<file path="config.mk">
export PLATFORM = sky130hd
export DESIGN_NAME = clock_set_ctrl
export DESIGN_NICKNAME = d
export VERILOG_FILES = /design/src/rtl/clock_set_pkg.sv /design/src/rtl/clock_set_ctrl_btn_pulse.sv /design/src/rtl/clock_set_ctrl.sv
export SDC_FILE = /design/constraint.sdc
export NUM_CORES = 1
export LEC_CHECK = 0
export BUFFER_PORTS_ARGS = -buffer_cell sky130_fd_sc_hd__clkbuf_2
export CAP_MARGIN = 25
export CORE_MARGIN = 1
export CORE_UTILIZATION = 45
export DETAILED_ROUTE_END_ITERATION = 16
export PLACE_DENSITY = 0.67
export RECOVER_POWER = 50
export SETUP_SLACK_MARGIN = 0.1
export SLEW_MARGIN = 20
export SYNTH_ARGS = -nofsm -noshare
export SYNTH_HDL_FRONTEND = slang
export SYNTH_SLANG_ARGS = --single-unit
export TNS_END_PERCENT = 30
</file>
<file path="constraint.sdc">
create_clock -name clk_50MHz -period 5.11 [get_ports clk_50MHz]
set_clock_uncertainty 0.05 [all_clocks]
set_input_delay 1.022 -clock clk_50MHz [delete_from_list [all_inputs] [get_ports clk_50MHz]]
set_output_delay 1.022 -clock clk_50MHz [all_outputs]
set_load 0.02 [all_outputs]
</file>
<file path="src/rtl/clock_set_pkg.sv">
// Shared constants, calendar helpers and pulse-FSM state type for the clock set/timekeeping core.
package clock_set_pkg;

    localparam int unsigned SEC_W  = 6;
    localparam int unsigned MIN_W  = 6;
    localparam int unsigned HRS_W  = 5;
    localparam int unsigned DAY_W  = 5;
    localparam int unsigned MON_W  = 4;
    localparam int unsigned YEAR_W = 7;
    localparam int unsigned CEN_W  = 7;

    localparam int unsigned NUM_BTN  = 6;
    localparam int unsigned SET_MIN  = 0;
    localparam int unsigned SET_HRS  = 1;
    localparam int unsigned SET_DAY  = 2;
    localparam int unsigned SET_MON  = 3;
    localparam int unsigned SET_YEAR = 4;
    localparam int unsigned SET_CEN  = 5;

    localparam logic [CEN_W-1:0] RST_CEN = 7'd20;
    localparam logic [DAY_W-1:0] RST_DAY = 5'd1;
    localparam logic [MON_W-1:0] RST_MON = 4'd1;

    localparam logic [SEC_W-1:0]  MAX_SEC  = 6'd59;
    localparam logic [MIN_W-1:0]  MAX_MIN  = 6'd59;
    localparam logic [HRS_W-1:0]  MAX_HRS  = 5'd23;
    localparam logic [MON_W-1:0]  MAX_MON  = 4'd12;
    localparam logic [YEAR_W-1:0] MAX_YEAR = 7'd99;
    localparam logic [CEN_W-1:0]  MAX_CEN  = 7'd99;

    typedef enum logic [1:0] {
        ST_IDLE,
        ST_HOLD,
        ST_REPEAT
    } pulse_state_e;

    // Year 00 is leap only when the century is divisible by 4 (2000 yes, 1900 no).
    function automatic logic is_leap(input logic [YEAR_W-1:0] year, input logic [CEN_W-1:0] cen);
        return (year[1:0] == 2'd0) && ((year != 7'd0) || (cen[1:0] == 2'd0));
    endfunction

    function automatic logic [DAY_W-1:0] days_in_month(input logic [MON_W-1:0] mon,
                                                       input logic [YEAR_W-1:0] year,
                                                       input logic [CEN_W-1:0] cen);
        logic [DAY_W-1:0] dim;
        case (mon)
            4'd4, 4'd6, 4'd9, 4'd11: dim = 5'd30;
            4'd2:                    dim = is_leap(year, cen) ? 5'd29 : 5'd28;
            default:                 dim = 5'd31;
        endcase
        return dim;
    endfunction

endpackage

</file>
<file path="src/rtl/clock_set_ctrl_btn_pulse.sv">
// Converts a debounced button level into a single press pulse followed by auto-repeat pulses while held.
module btn_pulse
    import clock_set_pkg::*;
#(
    parameter int unsigned REPEAT_DELAY = 25_000_000,
    parameter int unsigned REPEAT_RATE  = 6_250_000
) (
    input  logic clk_50MHz,
    input  logic rst,
    input  logic level,
    output logic pulse
);

    localparam int unsigned CNT_MAX = (REPEAT_DELAY > REPEAT_RATE) ? REPEAT_DELAY : REPEAT_RATE;
    localparam int unsigned CNT_W   = (CNT_MAX > 1) ? $clog2(CNT_MAX) : 1;

    pulse_state_e     state;
    logic             prev;
    logic [CNT_W-1:0] cnt;

    // prev resets high so a button still held through reset needs a release before it fires again.
    always_ff @(posedge clk_50MHz) begin
        if (rst) begin
            state <= ST_IDLE;
            prev  <= 1'b1;
            cnt   <= '0;
            pulse <= 1'b0;
        end else begin
            prev  <= level;
            pulse <= 1'b0;
            case (state)
                ST_IDLE: begin
                    if (level && !prev) begin
                        pulse <= 1'b1;
                        state <= ST_HOLD;
                        cnt   <= '0;
                    end
                end
                ST_HOLD: begin
                    if (!level) begin
                        state <= ST_IDLE;
                    end else if (cnt == CNT_W'(REPEAT_DELAY - 1)) begin
                        pulse <= 1'b1;
                        state <= ST_REPEAT;
                        cnt   <= '0;
                    end else begin
                        cnt <= cnt + CNT_W'(1);
                    end
                end
                ST_REPEAT: begin
                    if (!level) begin
                        state <= ST_IDLE;
                    end else if (cnt == CNT_W'(REPEAT_RATE - 1)) begin
                        pulse <= 1'b1;
                        cnt   <= '0;
                    end else begin
                        cnt <= cnt + CNT_W'(1);
                    end
                end
                default: state <= ST_IDLE;
            endcase
        end
    end

endmodule

</file>
<file path="src/rtl/clock_set_ctrl.sv">
// Running time/date registers with 1 Hz prescaler, calendar carry, and button-driven field setting.
module clock_set_ctrl
    import clock_set_pkg::*;
#(
    parameter int unsigned CLK_HZ       = 50_000_000,
    parameter int unsigned REPEAT_DELAY = 25_000_000,
    parameter int unsigned REPEAT_RATE  = 6_250_000
) (
    input  logic              clk_50MHz,
    input  logic              rst,
    input  logic              w_min_b,
    input  logic              w_hrs_b,
    input  logic              w_day_b,
    input  logic              w_mon_b,
    input  logic              w_year_b,
    input  logic              w_cen_b,
    output logic              tick_1hz,
    output logic [SEC_W-1:0]  sec,
    output logic [MIN_W-1:0]  min,
    output logic [HRS_W-1:0]  hrs,
    output logic [DAY_W-1:0]  day,
    output logic [MON_W-1:0]  mon,
    output logic [YEAR_W-1:0] year,
    output logic [CEN_W-1:0]  cen
);

    localparam int unsigned PRE_W = (CLK_HZ > 1) ? $clog2(CLK_HZ) : 1;

    logic [NUM_BTN-1:0] lvl;
    logic [NUM_BTN-1:0] set_p;

    assign lvl = {w_cen_b, w_year_b, w_mon_b, w_day_b, w_hrs_b, w_min_b};

    for (genvar i = 0; i < NUM_BTN; i++) begin : g_btn
        btn_pulse #(
            .REPEAT_DELAY(REPEAT_DELAY),
            .REPEAT_RATE (REPEAT_RATE)
        ) u_btn (
            .clk_50MHz(clk_50MHz),
            .rst      (rst),
            .level    (lvl[i]),
            .pulse    (set_p[i])
        );
    end

    logic [PRE_W-1:0]  presc, presc_n;
    logic              pending, pending_n, tick_n, tick_raw;
    logic [SEC_W-1:0]  sec_n;
    logic [MIN_W-1:0]  min_n;
    logic [HRS_W-1:0]  hrs_n;
    logic [DAY_W-1:0]  day_n, dim_cur, dim_new;
    logic [MON_W-1:0]  mon_n;
    logic [YEAR_W-1:0] year_n;
    logic [CEN_W-1:0]  cen_n;

    // Set pulses take priority; a tick that collides with them is deferred to the next quiet cycle.
    always_comb begin
        tick_raw  = (presc == PRE_W'(CLK_HZ - 1));
        presc_n   = tick_raw ? '0 : presc + PRE_W'(1);
        pending_n = pending;
        tick_n    = 1'b0;
        sec_n     = sec;
        min_n     = min;
        hrs_n     = hrs;
        day_n     = day;
        mon_n     = mon;
        year_n    = year;
        cen_n     = cen;
        dim_cur   = days_in_month(mon, year, cen);
        dim_new   = dim_cur;

        if (set_p != '0) begin
            if (set_p[SET_MIN]) begin
                min_n     = (min == MAX_MIN) ? '0 : min + 6'd1;
                sec_n     = '0;
                presc_n   = '0;
                pending_n = 1'b0;
            end else begin
                pending_n = pending | tick_raw;
            end
            if (set_p[SET_HRS])  hrs_n  = (hrs == MAX_HRS)   ? '0   : hrs + 5'd1;
            if (set_p[SET_MON])  mon_n  = (mon == MAX_MON)   ? 4'd1 : mon + 4'd1;
            if (set_p[SET_YEAR]) year_n = (year == MAX_YEAR) ? '0   : year + 7'd1;
            if (set_p[SET_CEN])  cen_n  = (cen == MAX_CEN)   ? '0   : cen + 7'd1;
            dim_new = days_in_month(mon_n, year_n, cen_n);
            if (set_p[SET_DAY])  day_n  = (day >= dim_new) ? 5'd1 : day + 5'd1;
        end else if (tick_raw || pending) begin
            tick_n    = 1'b1;
            pending_n = 1'b0;
            sec_n     = sec + 6'd1;
            if (sec == MAX_SEC) begin
                sec_n = '0;
                min_n = min + 6'd1;
                if (min == MAX_MIN) begin
                    min_n = '0;
                    hrs_n = hrs + 5'd1;
                    if (hrs == MAX_HRS) begin
                        hrs_n = '0;
                        day_n = day + 5'd1;
                        if (day >= dim_cur) begin
                            day_n = 5'd1;
                            mon_n = mon + 4'd1;
                            if (mon == MAX_MON) begin
                                mon_n  = 4'd1;
                                year_n = year + 7'd1;
                                if (year == MAX_YEAR) begin
                                    year_n = '0;
                                    cen_n  = (cen == MAX_CEN) ? '0 : cen + 7'd1;
                                end
                            end
                        end
                    end
                end
            end
            dim_new = days_in_month(mon_n, year_n, cen_n);
        end

        if (day_n > dim_new) day_n = dim_new;
    end

    always_ff @(posedge clk_50MHz) begin
        if (rst) begin
            presc    <= '0;
            pending  <= 1'b0;
            tick_1hz <= 1'b0;
            sec      <= '0;
            min      <= '0;
            hrs      <= '0;
            day      <= RST_DAY;
            mon      <= RST_MON;
            year     <= '0;
            cen      <= RST_CEN;
        end else begin
            presc    <= presc_n;
            pending  <= pending_n;
            tick_1hz <= tick_n;
            sec      <= sec_n;
            min      <= min_n;
            hrs      <= hrs_n;
            day      <= day_n;
            mon      <= mon_n;
            year     <= year_n;
            cen      <= cen_n;
        end
    end

endmodule
</file>
==> flow_summary.json <==
{
  "status": "complete, but fails checks",
  "violations": "max-capacitance violations, max-slew violations",
  "dr.first_iter.drc_count": 707,
  "synth_edf_count": 0,
  "wire_per_inst_um": 14.2,
  "grt_pass1_vias": 10300,
  "worstPathRequired_ns": 5.48,
  "io_buffers": 48,
  "cts.clk_slew.worst_paths_ns": 0.06,
  "row_count": 61,
  "synthDominantCellAreaShare": 0.373,
  "yosysUniqueCellTypes": 81,
  "cts_tree": "yes",
  "endpoint": "day[0]$_SDFF_PP1_",
  "synth_largest_area_cell": "dfxtp_1",
  "overflow": 0,
  "drive_gt1_frac": 0.0581,
  "grt_max_degree": 46,
  "syn-cell-area_sq_mm": 0.0130,
  "grt_pass1_wl_mm": 48.4,
  "p_sw_mw": 0.965,
  "max_freq_mhz": 215,
  "synth_ff_type": "dfxtp_1",
  "boundaryPins": 49,
  "cp.arrival_ns": 5.01,
  "postRouteAntennaNets": 0,
  "dr.pass1.iters": 5,
  "r2r_cells": 20,
  "area_delta_synth_final_pct": 11.5,
  "crit_fanout": 7,
  "dieArea_sq_mm": 0.0295,
  "clock-sinks": 242,
  "vias_per_cell": 5.51,
  "sw_frac_of_total": 0.221,
  "cts-root-buf": "clkbuf_16",
  "finalNetCount": 1691,
  "dieWidth_um": 172,
  "ys_seq_area_frac": 0.373,
  "hold_viol": 0,
  "ff_latch_area_sq_mm": 0.00485,
  "yosys_warnings": 0,
  "insertion_delay_ns": 0.52,
  "total_leakage_power_nw": 5.09,
  "r2r_slack_ns": 0.46,
  "async_flop_share": 0,
  "clock_power_share": 0.497,
  "start_kind": "flip-flop",
  "pwr-share-comb": 0.058,
  "end_kind": "flip-flop",
  "finalCriticalPeriod_ns": 4.65,
  "core_sq_mm": 0.0281,
  "synth_common_cells": "nor2_1, dfxtp_1, nand2_1",
  "antenna_cells": 0,
  "cts_max_level": 1,
  "antenna_found_initial": 0,
  "cts_made_buffers": 27,
  "via_count": 11200,
  "drv_slew": 101,
  "setup_violations": 0,
  "hold_path.class": "flip-flop to flip-flop",
  "fin_util": 0.516,
  "maxCapViolCount": 3,
  "r2r_start": "cen[1]$_SDFFE_PP0N_",
  "multi_input_area_sq_mm": 0.00774,
  "critical_path_class": "flip-flop to flip-flop",
  "synthCells": 1601,
  "drt_wl_total_mm": 28.9,
  "p_per_area_mw_per_mm2": 301,
  "r2r-end": "day[0]$_SDFF_PP1_",
  "drc_errors": 0,
  "syn_nets": 1658,
  "rsz0062_at_grt": "no",
  "min_period_over_period": 0.910,
  "seq_power_share": 0.445,
  "cp-startpoint": "cen[1]$_SDFFE_PP0N_",
  "p_int_mw": 3.40,
  "synth_area_leaders": "dfxtp_1, nor2_1, xor2_1, ha_1, nand2_1",
  "synth.most_common_cell": "nor2_1",
  "die_y_um": 172,
  "start_util": 0.462,
  "place_congestion": 0.880,
  "hpwl_mm": 20.0,
  "slew_headroom": -0.377,
  "synth_seq_cells": 242,
  "avgSynthCellArea_sq_um": 8.11,
  "fin_setup_tns_ns": 0,
  "fill_cells": 2705,
  "vdd_drop_max_mv": 0.234,
  "grt_usage": 0.193,
  "clockBufferDepth": 3,
  "worst_pin_slew_ns": 2.07
}
==> cell families after synthesis <==
logic type,share of synthesized area
flip-flops,0.373
AND/OR/NAND/NOR,0.315
XOR/XNOR,0.0971
multiplexers,0.00771
buffers and inverters,0.0286
adder cells (fa/ha/maj),0.0472
AO/OA/AOI/OAI,0.131
==> power by group through the flow <==
stage / combinational (mW) / clock (mW) / sequential, mW
after floorplan: 0.191 / 0 / 1.98
after global placement: 0.249 / 0 / 1.98
after detailed placement: 0.253 / 0 / 1.98
after CTS: 0.254 / 2.23 / 1.94
after global routing: 0.284 / 2.30 / 1.94
final: 0.251 / 2.17 / 1.94
==> stage by stage <==
stage | std cells | setup slack (ns) | power (mW) | instance area [sq um] | hold slack, ns
after floorplan | 1601 | 0.705 | 2.17 | 13000 | 0.380
after global placement | 1980 | 0.413 | 2.23 | 13600 | 0.394
after detailed placement | 1980 | 0.208 | 2.23 | 13600 | 0.405
after CTS | 2028 | 0.192 | 4.42 | 14600 | 0.420
after global routing | 2031 | 0.0875 | 4.53 | 14500 | 0.453
final | 2031 | 0.461 | 4.36 | 14500 | 0.413
==> how the worst min path moves through the flow <==
stage | startpoint | endpoint | slack, ns | cells after the start
after CTS | presc[0]$_SDFF_PP0_ | presc[0]$_SDFF_PP0_ | 0.42 | 1
after floorplan | presc[0]$_SDFF_PP0_ | presc[0]$_SDFF_PP0_ | 0.38 | 1
after global placement | presc[0]$_SDFF_PP0_ | presc[0]$_SDFF_PP0_ | 0.39 | 1
final | presc[0]$_SDFF_PP0_ | presc[0]$_SDFF_PP0_ | 0.41 | 1
after global routing | presc[0]$_SDFF_PP0_ | presc[0]$_SDFF_PP0_ | 0.45 | 1
after detailed placement | presc[0]$_SDFF_PP0_ | presc[0]$_SDFF_PP0_ | 0.41 | 1
==> area by class of cell <==
| class | count | share of cell area |
|---|---|---|
| inverters | 41 | 0.0106 |
| flip-flops and latches | 242 | 0.335 |
| multi-input cells | 1262 | 0.535 |
| well taps | 378 | 0.0326 |
| repair buffers | 60 | 0.0181 |
| clock inverters | 11 | 0.0161 |
| clock buffers | 37 | 0.0534 |
==> cells in the final DEF (no fill, tap or decap), types with 48 or more instances in the layout <==
cell type  netlist  final
nand4_1         54     54
clkbuf_1        51     48
ha_1            49     49
xnor2_1         53     53
nand2_1        140    140
o21ai_0         69     70
nor2_1         244    244
dfxtp_1        242    240
xor2_1          91     91
a21oi_1         89     89
nand3_1         95     94
==> critical path, cell delays in order (launching register included) <==
cell      delay [ns]
dfxtp_2         0.38
inv_1           0.07
ha_1            0.19
nor3_1          0.23
a21oi_1         0.14
o31a_1          0.32
ha_1            0.30
nand2b_1        0.18
a21oi_4         0.11
o41a_1          0.44
a21oi_2         0.20
nand2_1         0.10
a211oi_1        0.29
o311ai_2        0.16
and2_1          0.22
ha_1            0.27
nand2_1         0.06
o21ai_0         0.09
nor4_2          0.37
o21ai_0         0.14
a31o_1          0.22
==> per-layer routing <==
metal	vias up	routed length (um)	GRT usage
li1	5738	-	-
met4	0	616	0.0596
met2	195	13200	0.325
met1	5200	13700	0.254
met3	48	1240	0.0291
met5	-	0	0
==> registers in the layout, summed over array words and instances (netlist names), 5 cells and up <==
register	cells
g_btn.u_btn.state	12
g_btn.u_btn.cnt	150
sec	6
day	5
min	6
year	7
g_btn.u_btn.prev	6
g_btn.u_btn.pulse	6
cen	7
presc	26
hrs	5
==> timing repair <==
item,CTS,global route
endpoints found under the setup margin,0,2
gates resized for setup,0,7
setup buffers,0,3
hold buffers,0,0
No activity file was read; power rests on OpenSTA's default activity.
